File: config.mk
export PLATFORM = sky130hd
export DESIGN_NAME = mc_datapath
export DESIGN_NICKNAME = d
export VERILOG_FILES = /design/src/rtl/mc_pkg.sv /design/src/rtl/mc_stage_fsm.sv /design/src/rtl/mc_datapath.sv
export SDC_FILE = /design/constraint.sdc
export NUM_CORES = 2
export LEC_CHECK = 0
export ABC_CLOCK_PERIOD_IN_PS = 7740
export CORE_AREA = 2 2 425 427
export DETAILED_ROUTE_END_ITERATION = 6
export DIE_AREA = 0 0 427 429
export DONT_BUFFER_PORTS = 1
export GPL_ROUTABILITY_DRIVEN = 0
export PLACE_DENSITY = 0.59
export SYNTH_ARGS = -nofsm -noshare
export SYNTH_HDL_FRONTEND = slang
export SYNTH_HIERARCHICAL = 1
export SYNTH_SLANG_ARGS = --single-unit
File: constraint.sdc
create_clock -name clk -period 7.74 [get_ports clk]
set_input_delay 0.774 -clock clk [delete_from_list [all_inputs] [get_ports clk]]
set_output_delay 0.774 -clock clk [all_outputs]
set_load 0.03 [all_outputs]
File: src/rtl/mc_pkg.sv
// mc_pkg: shared stage encoding and decoder control constants for the multi-cycle datapath
package mc_pkg;
  typedef enum logic [2:0] {S_FETCH, S_DECODE, S_EXEC, S_MEM, S_WB, S_HALT} state_t;
  localparam logic [31:0] RESET_PC_DEFAULT = 32'h0000_3000;
  localparam logic [2:0] ALUOP_ADD = 3'b000;
  localparam logic [2:0] ALUOP_SUB = 3'b001;
  localparam logic [2:0] ALUOP_OR  = 3'b010;
  localparam logic [2:0] ALUOP_AND = 3'b011;
  localparam logic [2:0] ALUOP_LUI = 3'b100;
  localparam logic [2:0] ALUOP_SLT = 3'b101;
  localparam logic [1:0] REGDES_RT   = 2'b00;
  localparam logic [1:0] REGDES_RD   = 2'b01;
  localparam logic [1:0] REGDES_ZERO = 2'b10;
  localparam logic [1:0] REGDES_RA   = 2'b11;
  localparam logic [1:0] REGDATA_MEM  = 2'b00;
  localparam logic [1:0] REGDATA_ALU  = 2'b01;
  localparam logic [1:0] REGDATA_ZERO = 2'b10;
  localparam logic [1:0] REGDATA_PC4  = 2'b11;
  localparam logic [2:0] NPC_PC4 = 3'b000;
  localparam logic [2:0] NPC_BEQ = 3'b001;
  localparam logic [2:0] NPC_J   = 3'b010;
  localparam logic [2:0] NPC_JR  = 3'b011;
endpackage

File: src/rtl/mc_stage_fsm.sv
// mc_stage_fsm: stage sequencer with registered imem/dmem requests, handshake strobes and memory watchdog
module mc_stage_fsm
  import mc_pkg::*;
#(
  parameter int MEM_LAT_MAX = 64
) (
  input  logic   clk,
  input  logic   reset,
  input  logic   imem_ready,
  input  logic   dmem_ready,
  input  logic   dmRE,
  input  logic   dmWE,
  input  logic   regWE,
  output state_t state,
  output logic   imem_req,
  output logic   dmem_req,
  output logic   fetch_done,
  output logic   mem_done,
  output logic   timeout_err
);
  logic [31:0] wd_cnt;
  logic waiting, expire;
  assign fetch_done = imem_req && imem_ready;
  assign mem_done = dmem_req && dmem_ready;
  assign waiting = (imem_req && !imem_ready) || (dmem_req && !dmem_ready);
  assign expire = MEM_LAT_MAX != 0 && waiting && wd_cnt == 32'(MEM_LAT_MAX - 1);
  always_ff @(posedge clk)
    if (reset) begin
      state <= S_FETCH;
      imem_req <= 1'b0;
      dmem_req <= 1'b0;
      wd_cnt <= '0;
      timeout_err <= 1'b0;
    end else if (expire) begin
      state <= S_HALT;
      imem_req <= 1'b0;
      dmem_req <= 1'b0;
      timeout_err <= 1'b1;
    end else begin
      wd_cnt <= waiting ? wd_cnt + 32'd1 : '0;
      case (state)
        S_FETCH: begin
          imem_req <= !fetch_done;
          if (fetch_done) state <= S_DECODE;
        end
        S_DECODE: state <= S_EXEC;
        S_EXEC: begin
          state <= (dmRE || dmWE) ? S_MEM : regWE ? S_WB : S_FETCH;
          dmem_req <= dmRE || dmWE;
          imem_req <= !(dmRE || dmWE || regWE);
        end
        S_MEM: begin
          dmem_req <= !mem_done;
          if (mem_done) begin
            state <= regWE ? S_WB : S_FETCH;
            imem_req <= !regWE;
          end
        end
        S_WB: begin
          state <= S_FETCH;
          imem_req <= 1'b1;
        end
        default: begin
          imem_req <= 1'b0;
          dmem_req <= 1'b0;
        end
      endcase
    end
endmodule

File: src/rtl/mc_datapath.sv
// mc_datapath: multi-cycle MIPS-subset datapath; decoder controls in, IR out, req/ready IM and DM ports, wb_* trace, sticky timeout_err
module mc_datapath
  import mc_pkg::*;
#(
  parameter logic [31:0] RESET_PC = RESET_PC_DEFAULT,
  parameter int MEM_LAT_MAX = 64,
  parameter bit TRACE_EN = 1'b1
) (
  input  logic        clk,
  input  logic        reset,
  input  logic [2:0]  aluCtrl,
  input  logic [1:0]  regDesCtrl,
  input  logic [1:0]  regDataCtrl,
  input  logic [2:0]  nextPCop,
  input  logic        aluSrc,
  input  logic        usExt,
  input  logic        regWE,
  input  logic        dmWE,
  input  logic        dmRE,
  output logic [31:0] instr,
  output logic        imem_req,
  output logic [31:0] imem_addr,
  input  logic        imem_ready,
  input  logic [31:0] imem_rdata,
  output logic        dmem_req,
  output logic        dmem_we,
  output logic [31:0] dmem_addr,
  output logic [31:0] dmem_wdata,
  input  logic        dmem_ready,
  input  logic [31:0] dmem_rdata,
  output logic        wb_valid,
  output logic [31:0] wb_pc,
  output logic [4:0]  wb_reg,
  output logic [31:0] wb_data,
  output logic        timeout_err
);
  state_t state;
  logic fetch_done, mem_done;
  logic [31:0] ir, pc, pc4, a, b, alu_out, mdr, ext, bsrc, alu_y, npc, wd;
  logic [31:0] gpr [32];
  logic [15:0] imm;
  logic [4:0] dst;
  mc_stage_fsm #(.MEM_LAT_MAX(MEM_LAT_MAX)) u_fsm (
    .clk(clk), .reset(reset), .imem_ready(imem_ready), .dmem_ready(dmem_ready),
    .dmRE(dmRE), .dmWE(dmWE), .regWE(regWE), .state(state), .imem_req(imem_req),
    .dmem_req(dmem_req), .fetch_done(fetch_done), .mem_done(mem_done), .timeout_err(timeout_err)
  );
  assign imm = ir[15:0];
  assign ext = usExt ? {16'b0, imm} : {{16{imm[15]}}, imm};
  assign bsrc = aluSrc ? ext : b;
  assign alu_y = aluCtrl == ALUOP_ADD ? a + bsrc :
                 aluCtrl == ALUOP_SUB ? a - bsrc :
                 aluCtrl == ALUOP_OR  ? a | bsrc :
                 aluCtrl == ALUOP_AND ? a & bsrc :
                 aluCtrl == ALUOP_LUI ? bsrc << 16 :
                 aluCtrl == ALUOP_SLT ? {31'b0, $signed(a) < $signed(bsrc)} : '0;
  assign npc = nextPCop == NPC_BEQ ? (a == b ? pc4 + {{14{imm[15]}}, imm, 2'b00} : pc4) :
               nextPCop == NPC_J   ? {pc4[31:28], ir[25:0], 2'b00} :
               nextPCop == NPC_JR  ? a : pc4;
  assign dst = regDesCtrl == REGDES_RT ? ir[20:16] :
               regDesCtrl == REGDES_RD ? ir[15:11] :
               regDesCtrl == REGDES_ZERO ? 5'd0 : 5'd31;
  assign wd = regDataCtrl == REGDATA_MEM ? mdr :
              regDataCtrl == REGDATA_ALU ? alu_out :
              regDataCtrl == REGDATA_ZERO ? '0 : pc4;
  always_ff @(posedge clk)
    if (reset) begin
      pc <= RESET_PC;
      ir <= '0;
      pc4 <= '0;
      a <= '0;
      b <= '0;
      alu_out <= '0;
      mdr <= '0;
      for (int i = 0; i < 32; i++) gpr[i] <= '0;
    end else begin
      if (fetch_done) begin
        ir <= imem_rdata;
        pc4 <= pc + 32'd4;
      end
      if (state == S_DECODE) begin
        a <= gpr[ir[25:21]];
        b <= gpr[ir[20:16]];
      end
      if (state == S_EXEC) begin
        alu_out <= alu_y;
        pc <= npc;
      end
      if (mem_done && !dmWE) mdr <= dmem_rdata;
      if (state == S_WB && dst != 5'd0) gpr[dst] <= wd;
    end
  assign instr = ir;
  assign imem_addr = pc;
  assign dmem_we = dmem_req && dmWE;
  assign dmem_addr = {alu_out[31:2], 2'b00};
  assign dmem_wdata = b;
  assign wb_valid = TRACE_EN && state == S_WB;
  assign wb_pc = wb_valid ? pc4 - 32'd4 : '0;
  assign wb_reg = wb_valid ? dst : '0;
  assign wb_data = wb_valid ? wd : '0;
endmodule

; Word level (Yosys, flattened, before mapping)
; Memory sizes are Yosys's and may differ from the RTL's. A register that Yosys moved wholly into a read port is not among the register bits.
; Cells that the tools add are included.
[classes]
addsub = 6
n_lt_le_gt_ge = 1
n_eq_ne = 22
n_mux = 39
bitwise = 3
reduce_logical = 31
[op_table]
columns = cell, n
row1 = $mux 32, 18
row2 = $add 32x32->32, 2
row3 = $add 32x1->32 const B, 1
row4 = $add 32x3->32 const B, 1
row5 = $and 32x32->32, 1
row6 = $eq 32x32->1, 1
row7 = $eq 32x6->1 const B, 1
row8 = $lt 32x32->1, 1
row9 = $or 32x32->32, 1
row10 = $reduce_or 32->1, 1
row11 = $sub 32x3->32 const B, 1
row12 = $sub 32x32->32, 1
row13 = $mux 5, 5
row14 = $eq 3x2->1 const B, 6
row15 = $mux 3, 5
row16 = $pmux 3 s5, 1
row17 = $reduce_bool 5->1, 2
row18 = $eq 3x1->1 const B, 3
row19 = $eq 3x3->1 const B, 3
row20 = $logic_and 1x1->1, 8
row21 = $mux 1, 8
row22 = $logic_not 1->1, 7
row23 = $logic_not 3->1, 2
row24 = $reduce_and 3->1, 2
row25 = other kinds (15), 20
[word_totals]
ff_bits = 198
mem_bits_rw = 1024
output_inout_bits = 202
elab_cells = 114
n_memories = 1
[memory_table]
columns = memory, words, width, read_ports, rd_ports_with_merged_regs, write_ports, line_no
row1 = gpr, 32, 32, 2, 2, 32, mc_datapath.sv:40  ; logic [31:0] gpr [32];

; Depth between registers and ports, before layout
[logic_depth]
ltp_word = 11
mapped_depth = 17

; Hierarchy
; Netlist, hierarchy kept.
[by_module_without_submodules]
columns = mod, instances, cells_each, area_each_um2
row1 = mc_datapath, 1, 5485, 68901.1
row2 = mc_stage_fsm, 1, 248, 2055.7

; Worst setup path before layout
; OpenSTA, ideal clock, no wires.
[synth_timing]
path_type = input -> register
start = input port aluSrc
end = register alu_out[16]
arrival_ns = 4.015
required_ns = 7.608
path_slack_ns = 3.593
cell_stages = 16
path_buffers = 2
cell_sequence = clkbuf_1 -> buf_1 -> mux2i_1 -> inv_1 -> ha_1 -> inv_1 -> fa_1 -> nor2b_1 -> o31a_1 -> o211ai_1 -> o211a_1 -> o21bai_1 -> a2111o_1 -> and4_1 -> o31ai_1 -> a21oi_1
[synth_via]
elab_chain_cells = 6
elab_cells_between_ends = 10
[synth_rtl]
columns = element, line_no
row1 = from (decl), mc_datapath.sv:15  ; input logic aluSrc,
row2 = $mux 32 *, mc_datapath.sv:50  ; assign bsrc = aluSrc ? ext : b;
row3 = branches (longest 4 deep; another with $sub 32x32->32), n/a
row4 = $mux 32 *, mc_datapath.sv:51  ; assign alu_y = aluCtrl == ALUOP_ADD ? a + bsrc :
row5 = to (signal assigned), mc_datapath.sv:86  ; alu_out <= alu_y;
row6 = to (decl), mc_datapath.sv:39  ; logic [31:0] ir, pc, pc4, a, b, alu_out, mdr, ext, bsrc, alu_y, npc, wd;
; Mark *: on every way between the ends.
; A chain may end at the register's enable or synchronous reset.

; Final worst setup path
[layout_timing]
start = register pc4[4]
end = output port wb_pc[31]
[layout_via]
elab_chain_cells = 2
[layout_rtl]
columns = element, line_no
row1 = from (decl), mc_datapath.sv:39
row2 = from (signal assigned), mc_datapath.sv:79  ; pc4 <= pc + 32'd4;
row3 = $sub 32x3->32, mc_datapath.sv:98  ; assign wb_pc = wb_valid ? pc4 - 32'd4 : '0;
row4 = $mux 32, mc_datapath.sv:98
row5 = to (decl), mc_datapath.sv:32  ; output logic [31:0] wb_pc,
; No other way between the ends.

==> results.md <==
- #FFs+latches synth: 1286
- Vias in the first global route: 48940
- Multi-input gate area: 32920 um2
- P&R area growth vs syn: 10.23%
- Mean Syn Cell Area: 12.38 um2
- Design area: 78210 um2
- Synthesized cell area: 70960 um2
- Net Sw Frac: 0.3070
- Post-Synthesis Cells: 5733
- Initial DRC Count: 7183
- Hold buffer count at CTS: 0
- Total CTS buffers: 147
- Post-CTS setup buffers: 0
- Post-route setup TNS: 0 ns
- Clock Power Share: 0.367
- Peak VDD IR: 0.2366 mV
- Number of routed nets with antenna violations: 0
- RSZ-0062 raised after global routing: false
- Internal power: 13.20 mW
- Initial antenna violation count: 8
- Cts repair resizes: 0
- Max Cap Viol: 0
- GRT Total Usage: 0.2767
- Global-route wire length before repair: 363200 um
- Hold WC Path Type: in -> reg
- Layout Cells excl Fill: 7999
- Clock-pin slew on the worst setup and hold paths: 0.06 ns
- Full die area: 183200 um2
- Worst Path Arrival: 4.12 ns
- Final setup violation count: 0
- Share of layout cells above drive strength 1: 0.2012
- CTS Buffer Depth: 3
- Clk Latency, worst-skew pair: 0.82 ns
- Hold depth: 1
- Worst-path maximum fanout: 9
- Final hold viol count: 0
- FMAX: 204.3 MHz
- P_leak: 25.22 nW
- Tightest Pin Transition: 1.366 ns
- Core footprint: 178000 um2
- Status: finished, final reports clean
- Nets@finish: 5732
- Clock Sinks: 1286
- CP Cell Sequence: nor4_4, nand2_1, or4_1, or2_1, nor2_4, nand3_2, nor3b_1, xnor2_1, nor2_1
- Final Util: 0.4393
- Nature of the critical path endpoint: primary output
- WL final: 256800 um
- Reg power frac: 0.439
- Chip width: 427 um
- Power per cell area: 243.6 nW/um2
- Share of the synthesized area in the top cell type: 0.4334
- CTS tree: done
- Number of synthesized flops with an enable pin: 1024
- H-tree levels: 4
- # fillers: 16160
- Ranking of synthesized cells by area: edfxtp_1 (43%), mux4_2 (20%), dfxtp_1 (7.4%)
- Ys flop type: edfxtp_1
- Vias per Instance: 6.297
- Wire per inst: 32.10 um
- Clock Skew: 0.04611 ns
- Count of cell types in the netlist: 88
- I/O pins: 285
- P_sw: 5.850 mW
- Highest cell delay on the worst timing path: 0.53 ns
- Total congestion overflow: 0
- Critical-path top delay cell: nor3b_1
- IO Port Bufs: 0
- Largest net degree at the start of global routing: 293
- Final worst-path cycle share: 0.6323
- Top cell type by total area after synthesis: edfxtp_1
- Placed insts: 7724
- Pins Over Slew Limit: 0
- YS warnings: 6
- Register area: 36030 um2
- Worst slew margin: 0.08623
- Hold Worst Slack: 0.06658 ns
- Logic pwr share: 0.193
- DRC Markers: 0
- Post-synthesis sequential area ratio: 0.5073
- Critical path class: reg -> out
- # rows: 155
- Depth of the most critical reg-to-reg path: 6
- Post-DP HPWL: 164200 um
- CP required: 6.97 ns
- DRT Pass-1 Iters: 7
- Vias: 50370
- Die Y: 429 um
- Clock root cell: clkbuf_16
- Min cycle time layout: 4.894 ns
- Starting density of the core: 0.3986
- Async S/R FF share, synth: 0
- DP Area: 73460 um2
- Critical Path Start Type: flip-flop
## critical path, delay by kind of cell, from the launching register on
family	cells	cell delay, ns
XOR/XNOR	1	0.15
flip-flops	1	0.47
AND/OR/NAND/NOR	8	2.67
## synthesized netlist by cell type, types with 18 or more instances
cell / instances
xor2_1: 74
o21ai_0: 107
nor3_1: 60
mux4_2: 641
and3_1: 22
nor4_1: 32
a21o_1: 33
nor2_1: 1390
o21bai_1: 21
o31ai_1: 22
dfxtp_1: 262
nor2b_1: 30
buf_4: 33
nand2b_1: 58
xnor2_1: 64
a221oi_1: 18
clkbuf_1: 407
a21oi_1: 225
inv_1: 111
buf_1: 46
or3_1: 31
ha_1: 128
nand3_1: 40
o21a_1: 37
buf_2: 48
edfxtp_1: 1024
a211oi_1: 120
mux2i_1: 177
nand2_1: 218
## layer usage
| metal | part of all wire | vias to the layer above | wire (um) | GRT usage |
|---|---|---|---|---|
| met2 | 0.46 | 3126 | 119100 | 0.4345 |
| met5 | 0.000074 | - | 19 | 0 |
| li1 | - | 21060 | - | - |
| met4 | 0.040 | 2 | 10320 | 0.1047 |
| met3 | 0.12 | 460 | 31500 | 0.07499 |
| met1 | 0.37 | 25720 | 95790 | 0.3657 |
## worst paths after layout
check / from / end / slack (ns)
setup / recovery: pc4[4] / wb_pc[31] / 2.85
setup reg to reg: instr[13] / gpr[17][23] / 3.06
hold reg to reg: mdr[25] / mdr[25] / 0.46
hold / removal: reset / mdr[3] / 0.07
## final cells by class
cell class,instances,share of cell area
Timing Repair Buffer,143,0.01453
Clock buffer,204,0.05180
Inverter,113,0.005423
Antenna cell,3,0.00009598
Multi-Input combinational cell,3827,0.4209
Clock inverter,68,0.008847
Sequential cell,1286,0.4607
Tap cell,2355,0.03767
## state kept, by name (all words and copies together), names as in the netlist
signal,flops
alu_out,32
u_fsm/dmem_req,1
a,32
u_fsm/wd_cnt,32
u_fsm/state,3
mdr,32
gpr,1024
dmem_wdata,32
imem_addr,32
u_fsm/timeout_err,1
instr,32
pc4,32
u_fsm/imem_req,1
## kinds of logic (layout without fill, tap and decap cells)
| group | after synthesis | count (layout) | share of synthesized area |
|---|---|---|---|
| AO/OA/AOI/OAI | 724 | 724 | 0.06683 |
| flip-flops | 1286 | 1286 | 0.5073 |
| buffers and inverters | 653 | 528 | 0.03768 |
| XOR/XNOR | 138 | 138 | 0.01703 |
| adder cells (fa/ha/maj) | 131 | 131 | 0.02342 |
| other | 1 | 37 | 0.00005285 |
| AND/OR/NAND/NOR | 1971 | 1971 | 0.1175 |
| multiplexers | 829 | 829 | 0.2302 |
## through the flow
step / total power [mW] / setup slack (ns)
CTS: 19.04 / 2.827
global route: 19.62 / 2.754
floorplan: 10.83 / 3.593
global placement: 12.07 / 2.713
detailed placement: 12.12 / 2.927
finish: 19.05 / 2.846
## cells in the final DEF (no fill, tap or decap), types with 18 or more instances in the layout
cell type,synthesis,routed
nand2b_2,0,30
nand2_2,0,31
a21oi_1,225,193
clkbuf_1,407,45
nand2b_1,58,27
o21bai_1,21,21
o21a_1,37,37
nand2_1,218,186
a21oi_4,0,26
mux4_2,641,641
inv_1,111,111
nor2b_1,30,29
buf_4,33,138
dfxtp_1,262,252
nand3_1,40,40
xnor2_1,64,64
o31ai_1,22,22
or3_1,31,31
ha_1,128,128
o21ai_0,107,107
conb_1,1,34
nor4_1,32,32
clkbuf_16,0,151
xor2_1,74,74
clkinv_1,0,26
a211oi_1,120,120
a221oi_1,18,18
and3_1,22,22
edfxtp_1,1024,1024
a21o_1,33,33
mux2i_1,177,177
nor3_1,60,59
nor2_1,1390,1390
## power groups by stage
stage | Combinational [mW] | Sequential [mW] | Clock (mW)
global placement | 3.58 | 8.49 | 0
finish | 3.69 | 8.37 | 6.99
detailed placement | 3.60 | 8.51 | 0
floorplan | 2.62 | 8.20 | 0
CTS | 3.61 | 8.37 | 7.06
global route | 3.89 | 8.41 | 7.32
(Power assumes the default switching activity.)
